File: src/rtl/softcpu_pkg.sv
// Shared definitions for the soft-CPU execution core: opcodes, FSM states and
// instruction field offsets.
package softcpu_pkg;

  localparam logic [3:0] OP_NOP   = 4'd0;
  localparam logic [3:0] OP_ADD   = 4'd1;
  localparam logic [3:0] OP_SUB   = 4'd2;
  localparam logic [3:0] OP_AND   = 4'd3;
  localparam logic [3:0] OP_OR    = 4'd4;
  localparam logic [3:0] OP_XOR   = 4'd5;
  localparam logic [3:0] OP_SHL   = 4'd6;
  localparam logic [3:0] OP_SHR   = 4'd7;
  localparam logic [3:0] OP_MOV   = 4'd8;
  localparam logic [3:0] OP_LOAD  = 4'd9;
  localparam logic [3:0] OP_STORE = 4'd10;
  localparam logic [3:0] OP_JMP   = 4'd11;
  localparam logic [3:0] OP_JZ    = 4'd12;
  localparam logic [3:0] OP_JC    = 4'd13;
  localparam logic [3:0] OP_CMP   = 4'd14;
  localparam logic [3:0] OP_HALT  = 4'd15;

  typedef enum logic [1:0] {
    ST_IDLE,
    ST_EXEC,
    ST_MEM_WAIT,
    ST_HALT
  } state_e;

  // Instruction layout, MSB first: opcode[4] mode[2] opA[dw] opB[dw] dest[raw]
  function automatic int unsigned opb_lsb(input int unsigned raw);
    return raw;
  endfunction

  function automatic int unsigned opa_lsb(input int unsigned dw, input int unsigned raw);
    return dw + raw;
  endfunction

  function automatic int unsigned mode_lsb(input int unsigned dw, input int unsigned raw);
    return 2 * dw + raw;
  endfunction

  function automatic int unsigned opcode_lsb(input int unsigned dw, input int unsigned raw);
    return 2 * dw + raw + 2;
  endfunction

endpackage

File: src/rtl/softcpu_alu.sv
// Combinational ALU for the soft-CPU core: arithmetic, logic and single-bit
// shifts with carry/borrow and zero outputs.
module softcpu_alu
  import softcpu_pkg::*;
#(
  parameter int unsigned DATA_WIDTH = 8
) (
  input  logic [3:0]            op,
  input  logic [DATA_WIDTH-1:0] a,
  input  logic [DATA_WIDTH-1:0] b,
  output logic [DATA_WIDTH-1:0] result,
  output logic                  carry,
  output logic                  zero
);

  logic [DATA_WIDTH:0] sum;
  logic [DATA_WIDTH:0] diff;

  always_comb begin
    sum    = {1'b0, a} + {1'b0, b};
    // Top bit of the widened difference is the borrow (a < b)
    diff   = {1'b0, a} - {1'b0, b};
    result = '0;
    carry  = 1'b0;
    case (op)
      OP_ADD: begin
        result = sum[DATA_WIDTH-1:0];
        carry  = sum[DATA_WIDTH];
      end
      OP_SUB, OP_CMP: begin
        result = diff[DATA_WIDTH-1:0];
        carry  = diff[DATA_WIDTH];
      end
      OP_AND: result = a & b;
      OP_OR:  result = a | b;
      OP_XOR: result = a ^ b;
      OP_SHL: begin
        result = {a[DATA_WIDTH-2:0], 1'b0};
        carry  = a[DATA_WIDTH-1];
      end
      OP_SHR: begin
        result = {1'b0, a[DATA_WIDTH-1:1]};
        carry  = a[0];
      end
      OP_MOV: result = a;
      default: ;
    endcase
    zero = (result == '0);
  end

endmodule

File: src/rtl/softcpu_exec_core.sv
// Soft-CPU execution core: accepts one packed instruction per handshake,
// executes it against an internal register file and drives the data memory.
module softcpu_exec_core
  import softcpu_pkg::*;
#(
  parameter  int unsigned DATA_WIDTH  = 8,
  parameter  int unsigned REG_COUNT   = 16,
  localparam int unsigned REG_ADDR_W  = $clog2(REG_COUNT),
  localparam int unsigned ADDR_WIDTH  = 2 * DATA_WIDTH,
  localparam int unsigned INSTR_WIDTH = 6 + 2 * DATA_WIDTH + REG_ADDR_W
) (
  input  logic                   clock,
  input  logic                   reset_n,
  input  logic                   instr_valid,
  input  logic [INSTR_WIDTH-1:0] instr,
  output logic                   instr_ready,
  output logic [ADDR_WIDTH-1:0]  instruction_pointer,
  output logic                   mem_req,
  output logic                   mem_we,
  output logic [ADDR_WIDTH-1:0]  mem_addr,
  output logic [DATA_WIDTH-1:0]  mem_wdata,
  input  logic [DATA_WIDTH-1:0]  mem_rdata,
  input  logic                   mem_ack,
  output logic                   flag_zero,
  output logic                   flag_carry,
  output logic                   halted,
  input  logic [REG_ADDR_W-1:0]  dbg_sel,
  output logic [DATA_WIDTH-1:0]  dbg_data
);

  localparam int unsigned OPC_LSB  = opcode_lsb(DATA_WIDTH, REG_ADDR_W);
  localparam int unsigned MODE_LSB = mode_lsb(DATA_WIDTH, REG_ADDR_W);
  localparam int unsigned OPA_LSB  = opa_lsb(DATA_WIDTH, REG_ADDR_W);
  localparam int unsigned OPB_LSB  = opb_lsb(REG_ADDR_W);

  state_e                 state_q, state_d;
  logic [INSTR_WIDTH-1:0] instr_q, instr_d;
  logic [ADDR_WIDTH-1:0]  ip_q, ip_d;
  logic                   zero_q, zero_d;
  logic                   carry_q, carry_d;
  logic                   halted_q, halted_d;
  logic                   ready_q, ready_d;
  logic                   mem_req_q, mem_req_d;
  logic                   mem_we_q, mem_we_d;
  logic [ADDR_WIDTH-1:0]  mem_addr_q, mem_addr_d;
  logic [DATA_WIDTH-1:0]  mem_wdata_q, mem_wdata_d;

  logic [DATA_WIDTH-1:0]  regs_q [REG_COUNT];
  logic                   rf_we;
  logic [REG_ADDR_W-1:0]  rf_waddr;
  logic [DATA_WIDTH-1:0]  rf_wdata;

  logic [3:0]             op;
  logic [1:0]             mode;
  logic [DATA_WIDTH-1:0]  fld_a, fld_b;
  logic [REG_ADDR_W-1:0]  dest;
  logic [DATA_WIDTH-1:0]  opnd_a, opnd_b;
  logic [DATA_WIDTH-1:0]  alu_res;
  logic                   alu_carry, alu_zero;
  logic [ADDR_WIDTH-1:0]  ip_inc, jump_tgt;

  assign op    = instr_q[OPC_LSB +: 4];
  assign mode  = instr_q[MODE_LSB +: 2];
  assign fld_a = instr_q[OPA_LSB +: DATA_WIDTH];
  assign fld_b = instr_q[OPB_LSB +: DATA_WIDTH];
  assign dest  = instr_q[REG_ADDR_W-1:0];

  assign opnd_a   = mode[1] ? regs_q[fld_a[REG_ADDR_W-1:0]] : fld_a;
  assign opnd_b   = mode[0] ? regs_q[fld_b[REG_ADDR_W-1:0]] : fld_b;
  assign ip_inc   = ip_q + ADDR_WIDTH'(1);
  assign jump_tgt = {fld_a, fld_b};

  softcpu_alu #(.DATA_WIDTH(DATA_WIDTH)) u_alu (
    .op     (op),
    .a      (opnd_a),
    .b      (opnd_b),
    .result (alu_res),
    .carry  (alu_carry),
    .zero   (alu_zero)
  );

  always_comb begin
    state_d     = state_q;
    instr_d     = instr_q;
    ip_d        = ip_q;
    zero_d      = zero_q;
    carry_d     = carry_q;
    halted_d    = halted_q;
    mem_req_d   = mem_req_q;
    mem_we_d    = mem_we_q;
    mem_addr_d  = mem_addr_q;
    mem_wdata_d = mem_wdata_q;
    rf_we       = 1'b0;
    rf_waddr    = dest;
    rf_wdata    = alu_res;
    case (state_q)
      ST_IDLE: begin
        if (instr_valid && ready_q) begin
          instr_d = instr;
          state_d = ST_EXEC;
        end
      end
      ST_EXEC: begin
        state_d = ST_IDLE;
        case (op)
          OP_NOP: ip_d = ip_inc;
          OP_LOAD, OP_STORE: begin
            mem_req_d   = 1'b1;
            mem_we_d    = (op == OP_STORE);
            mem_addr_d  = jump_tgt;
            mem_wdata_d = regs_q[dest];
            state_d     = ST_MEM_WAIT;
          end
          OP_JMP: ip_d = jump_tgt;
          OP_JZ:  ip_d = zero_q  ? jump_tgt : ip_inc;
          OP_JC:  ip_d = carry_q ? jump_tgt : ip_inc;
          OP_HALT: begin
            halted_d = 1'b1;
            state_d  = ST_HALT;
          end
          default: begin
            rf_we   = (op != OP_CMP);
            zero_d  = alu_zero;
            carry_d = alu_carry;
            ip_d    = ip_inc;
          end
        endcase
      end
      ST_MEM_WAIT: begin
        if (mem_ack) begin
          rf_we     = !mem_we_q;
          rf_wdata  = mem_rdata;
          mem_req_d = 1'b0;
          ip_d      = ip_inc;
          state_d   = ST_IDLE;
        end
      end
      default: ;
    endcase
    // Ready is registered so it stays low throughout reset and rises on the first edge after release
    ready_d = (state_d == ST_IDLE);
  end

  always_ff @(posedge clock or negedge reset_n) begin
    if (!reset_n) begin
      state_q     <= ST_IDLE;
      instr_q     <= '0;
      ip_q        <= '0;
      zero_q      <= 1'b0;
      carry_q     <= 1'b0;
      halted_q    <= 1'b0;
      ready_q     <= 1'b0;
      mem_req_q   <= 1'b0;
      mem_we_q    <= 1'b0;
      mem_addr_q  <= '0;
      mem_wdata_q <= '0;
    end else begin
      state_q     <= state_d;
      instr_q     <= instr_d;
      ip_q        <= ip_d;
      zero_q      <= zero_d;
      carry_q     <= carry_d;
      halted_q    <= halted_d;
      ready_q     <= ready_d;
      mem_req_q   <= mem_req_d;
      mem_we_q    <= mem_we_d;
      mem_addr_q  <= mem_addr_d;
      mem_wdata_q <= mem_wdata_d;
    end
  end

  always_ff @(posedge clock or negedge reset_n) begin
    if (!reset_n) begin
      for (int unsigned i = 0; i < REG_COUNT; i++) regs_q[i] <= '0;
    end else if (rf_we) begin
      regs_q[rf_waddr] <= rf_wdata;
    end
  end

  assign instr_ready         = ready_q;
  assign instruction_pointer = ip_q;
  assign mem_req             = mem_req_q;
  assign mem_we              = mem_we_q;
  assign mem_addr            = mem_addr_q;
  assign mem_wdata           = mem_wdata_q;
  assign flag_zero           = zero_q;
  assign flag_carry          = carry_q;
  assign halted              = halted_q;
  assign dbg_data            = regs_q[dbg_sel];

endmodule

File: config.mk
export PLATFORM = sky130hd
export DESIGN_NAME = softcpu_exec_core
export DESIGN_NICKNAME = d
export VERILOG_FILES = /design/src/rtl/softcpu_pkg.sv /design/src/rtl/softcpu_alu.sv /design/src/rtl/softcpu_exec_core.sv
export SDC_FILE = /design/constraint.sdc
export NUM_CORES = 1
export LEC_CHECK = 0
export CAP_MARGIN = 20
export CORE_MARGIN = 2
export CORE_UTILIZATION = 42
export DETAILED_ROUTE_END_ITERATION = 12
export PLACE_DENSITY = 0.6
export SETUP_SLACK_MARGIN = 0.02
export SLEW_MARGIN = 20
export SYNTH_ARGS = -nofsm -noshare
export SYNTH_HDL_FRONTEND = slang
export SYNTH_SLANG_ARGS = --single-unit
export TNS_END_PERCENT = 50
File: constraint.sdc
create_clock -name clock -period 6.2 [get_ports clock]
set_clock_uncertainty 0.15 [all_clocks]
set_input_delay 1.24 -clock clock [delete_from_list [all_inputs] [get_ports clock]]
set_output_delay 1.24 -clock clock [all_outputs]
set_load 0.005 [all_outputs]
==> summary.md <==
| Metric | Value |
|---|---|
| Syn-to-layout area delta | 15.0% |
| Final min period | between 5 and 6 ns |
| Multi-input gate area | about 0.0084 mm2 |
| Starting density of the core | 0.428 |
| CTS tree | built |
| Post-synthesis register bit count | around 200 |
| DRT Wirelength | between 40 and 50 mm |
| Post-synth EDFFs | 0 |
| Power density over the cells | ~550 mW/mm2 |
| Area share of the largest cell type after synthesis | 0.361 |
| Crit Path Category | flip-flop to flip-flop |
| CP peak stage delay | approximately 1.0 ns |
| Core ar. | roughly 0.033 mm2 |
| Final setup violation count | 0 |
| Synthesized area | between 0.01 and 0.015 mm2 |
| Final period util | 0.838 |
| Final core occ | 0.492 |
| Chip Width | 187 um |
| Io pins | 96 |
| Async S/R FF share, synth | 1.00 |
| Full die area | between 0.03 and 0.04 mm2 |
| CP cell instances | mux4_2 > mux4_2 > mux2i_1 > inv_1 > ha_1 > fa_1 > o21bai_1 > a21oi_1 > a221oi_1 > a21oi_1 > a311oi_1 > o211ai_1 > mux2_2 > mux2_2 |
| N_diodes | 0 |
| Total grt overflow | 0 |
| Nets | 1257 |
| Routed len/inst | 27.3 um |
| All-Layer GR Usage | 0.259 |
| CTS Hold Bufs | 0 |
| I/O Buffers | 95 |
| Fmax | just under 200 MHz |
| Drt first pass iters | 6 |
| Worst vdd ir | roughly 0.0003 V |
| Number of global-route vias before repair | approximately 10000 |
| Post-synthesis cell type count | 75 |
| Largest cells by area after synthesis | dfrtp_1 (36%), mux4_2 (21%), mux2_2 (14%) |
| RSZ-0062 raised after global routing | no |
| Cell taking the most area after synthesis | dfrtp_1 |
| Slew @ Worst Pin | 1.07 ns |
| Crit. End Element | flip-flop |
| CTS buffer count | 24 |
| Setup WS pre-CTS | around 1.1 ns |
| Clk Latency, worst-skew pair | between 0.5 and 0.6 ns |
| Crit-path slowest cell | dfrtp_1 |
| Dominant synthesized flop cell | dfrtp_1 |
| Vias | ~10000 |
| DR iter-0 viols | 1159 |
| CP arrival | about 5.4 ns |
| CP Launch Type | flip-flop |
| Row cnt | between 60 and 70 |
| Drt drc | 0 |
| Sequential cell area | 0.00506 mm2 |
| Syn nets | 1199 |
| CTS sink cnt | around 200 |
| Routed Antenna Nets | 0 |
| Status | finished clean |
| Pleak | roughly 6.9 nW |
| First-pass GRT wire length | between 60 and 70 mm |
| Initial antenna violation count | 0 |
| Share of cells above drive strength 1 | 0.341 |
| Mapped Avg Cell Area | 12.4 um2 |
| Max_slew headroom | 0.285 |
| Clock buffer depth | 3 |
| Number of synthesis warnings | 0 |
| Max Cap Viol | 0 |
| Setup WS post-layout | about 1.0 ns |
| Worst path required time | roughly 6.5 ns |
| Cell count after synthesis | approximately 1100 |
| Fillers | a little under 3000 |
| Post-CTS sizing | 0 |
| Die height | about 190 um |
| Reg clk slew, reported paths | 0.06 ns |
| Setup Buffers After CTS | 0 |
| Slew Limit Fails | 0 |
| Root Buffer Master | clkbuf_16 |
| Worst Path Max Fanout | 17 |
| RD Place Congestion | 0.941 |
| Sequential-to-total area share from yosys stat | 0.361 |
| Avg Vias per Cell | 6.36 |
| Worst hold path class | flip-flop to flip-flop |
| Detailed placer's ending HPWL | 31.0 mm |
| Htree depth | 1 |
| Pin count of the biggest net entering global routing | 110 |
| Fin. Hold Viols | 0 |
| Setup_tns | 0 ns |
[metrics by stage]
| stage | power, mW | instances | instance area (um2) | hold WS (ns) |
|---|---|---|---|---|
| after CTS | 8.80 | 1644 | 16100 | 0.327 |
| final | 8.83 | 1644 | 16100 | 0.327 |
| after global placement | 7.32 | 1598 | 15300 | 0.309 |
| after detailed placement | 7.36 | 1600 | 15300 | 0.312 |
| after floorplan | 5.77 | 1126 | 14000 | 0.315 |
| after global routing | 9.38 | 1644 | 16100 | 0.356 |
[worst max-delay path: cells and delay by family, from the launching register on]
| kind | cells | cell delay, ns |
|---|---|---|
| multiplexers | 5 | 1.93 |
| AO/OA/AOI/OAI | 6 | 1.11 |
| adder cells (fa/ha/maj) | 2 | 0.72 |
| flip-flops | 1 | 1.03 |
| buffers and inverters | 1 | 0.11 |
[where the power goes]
part	leakage [nW]	internal, mW	switching [mW]
registers	2.67	1.75	0.870
logic	3.81	2.29	2.52
clock network	0.392	0.832	0.574
total	6.87	4.86	3.97
[state kept, by name (all words and copies together), names as in the netlist]
name and cells:
flag_zero 1, regs_q 128, mem_req 1, instruction_pointer 16, mem_wdata 8, mem_addr 16, instr_ready 1, mem_we 1
halted 1, flag_carry 1, state_q 2, instr_q 26
[synth_stat cells, types with 8 or more instances]
cell        n
a21oi_1    60
ha_1       29
mux2i_1    49
nor2b_1    15
o22ai_1    15
nand2_1    48
inv_1      32
clkbuf_1   52
buf_6      10
nand2b_1    8
dfrtp_1   202
and3_1     17
mux2_4     10
o21ai_0    32
buf_1      17
nor3_1     14
nand3_1    27
buf_2       9
mux4_2    132
nor2_1     40
a22oi_1    15
mux2_2    176
[cells in the final DEF, fill, tap and decap left out, types with 7 or more instances in the layout]
master	count
dfrtp_1	199
clkbuf_8	9
o22ai_1	15
nand2_1	48
a22oi_1	15
mux4_2	132
nor2_1	40
nand3_1	26
nor2b_1	15
and2_1	7
o211ai_1	7
clkdlybuf4s50_1	93
mux2_4	10
o21ai_0	32
and3_1	17
inv_1	32
mux2i_1	49
mux2_2	176
nor3_1	14
nand2b_1	8
a21oi_1	60
ha_1	29
clkbuf_16	25
buf_4	27
[area by class of cell]
type | count | area share
inverters | 33 | 0.00770
repair buffers | 124 | 0.0735
clock inverters | 5 | 0.00179
multi-input cells | 799 | 0.521
flip-flops and latches | 202 | 0.314
clock buffers | 39 | 0.0471
well taps | 442 | 0.0344
[worst paths after layout]
kind	start	to	slack, ns	cells after the start
min in group asynchronous	reset_n	instr_q[21]	0.63	1
worst min register to register	halted	halted	0.33	1
worst max register to register	instr_q[5]	regs_q[12]	1.01	14
max in group asynchronous	reset_n	instr_q[4]	3.94	2
worst min-delay path	halted	halted	0.33	1
worst max-delay path	instr_q[5]	regs_q[12]	1.01	14
[cells by family (layout without fill, tap and decap cells)]
kind of cell / Yosys count / in the layout / synth area share
compound gates: 186 / 186 / 0.0871
simple gates: 205 / 205 / 0.0762
flops: 202 / 202 / 0.361
mux: 368 / 368 / 0.400
xor+xnor: 9 / 9 / 0.00563
fa+ha+maj: 31 / 31 / 0.0288
buf+inv: 125 / 201 / 0.0408
[routing by layer]
metal	vias to the layer above	wire length, um	global-route usage	share of wire
li1	4457	-	-	-
met1	5398	19000	0.369	0.42
met2	526	20900	0.409	0.47
met3	82	3550	0.0444	0.079
met4	0	1440	0.0745	0.032
met5	-	0	0	0
Power figures use the tool's default switching activity.
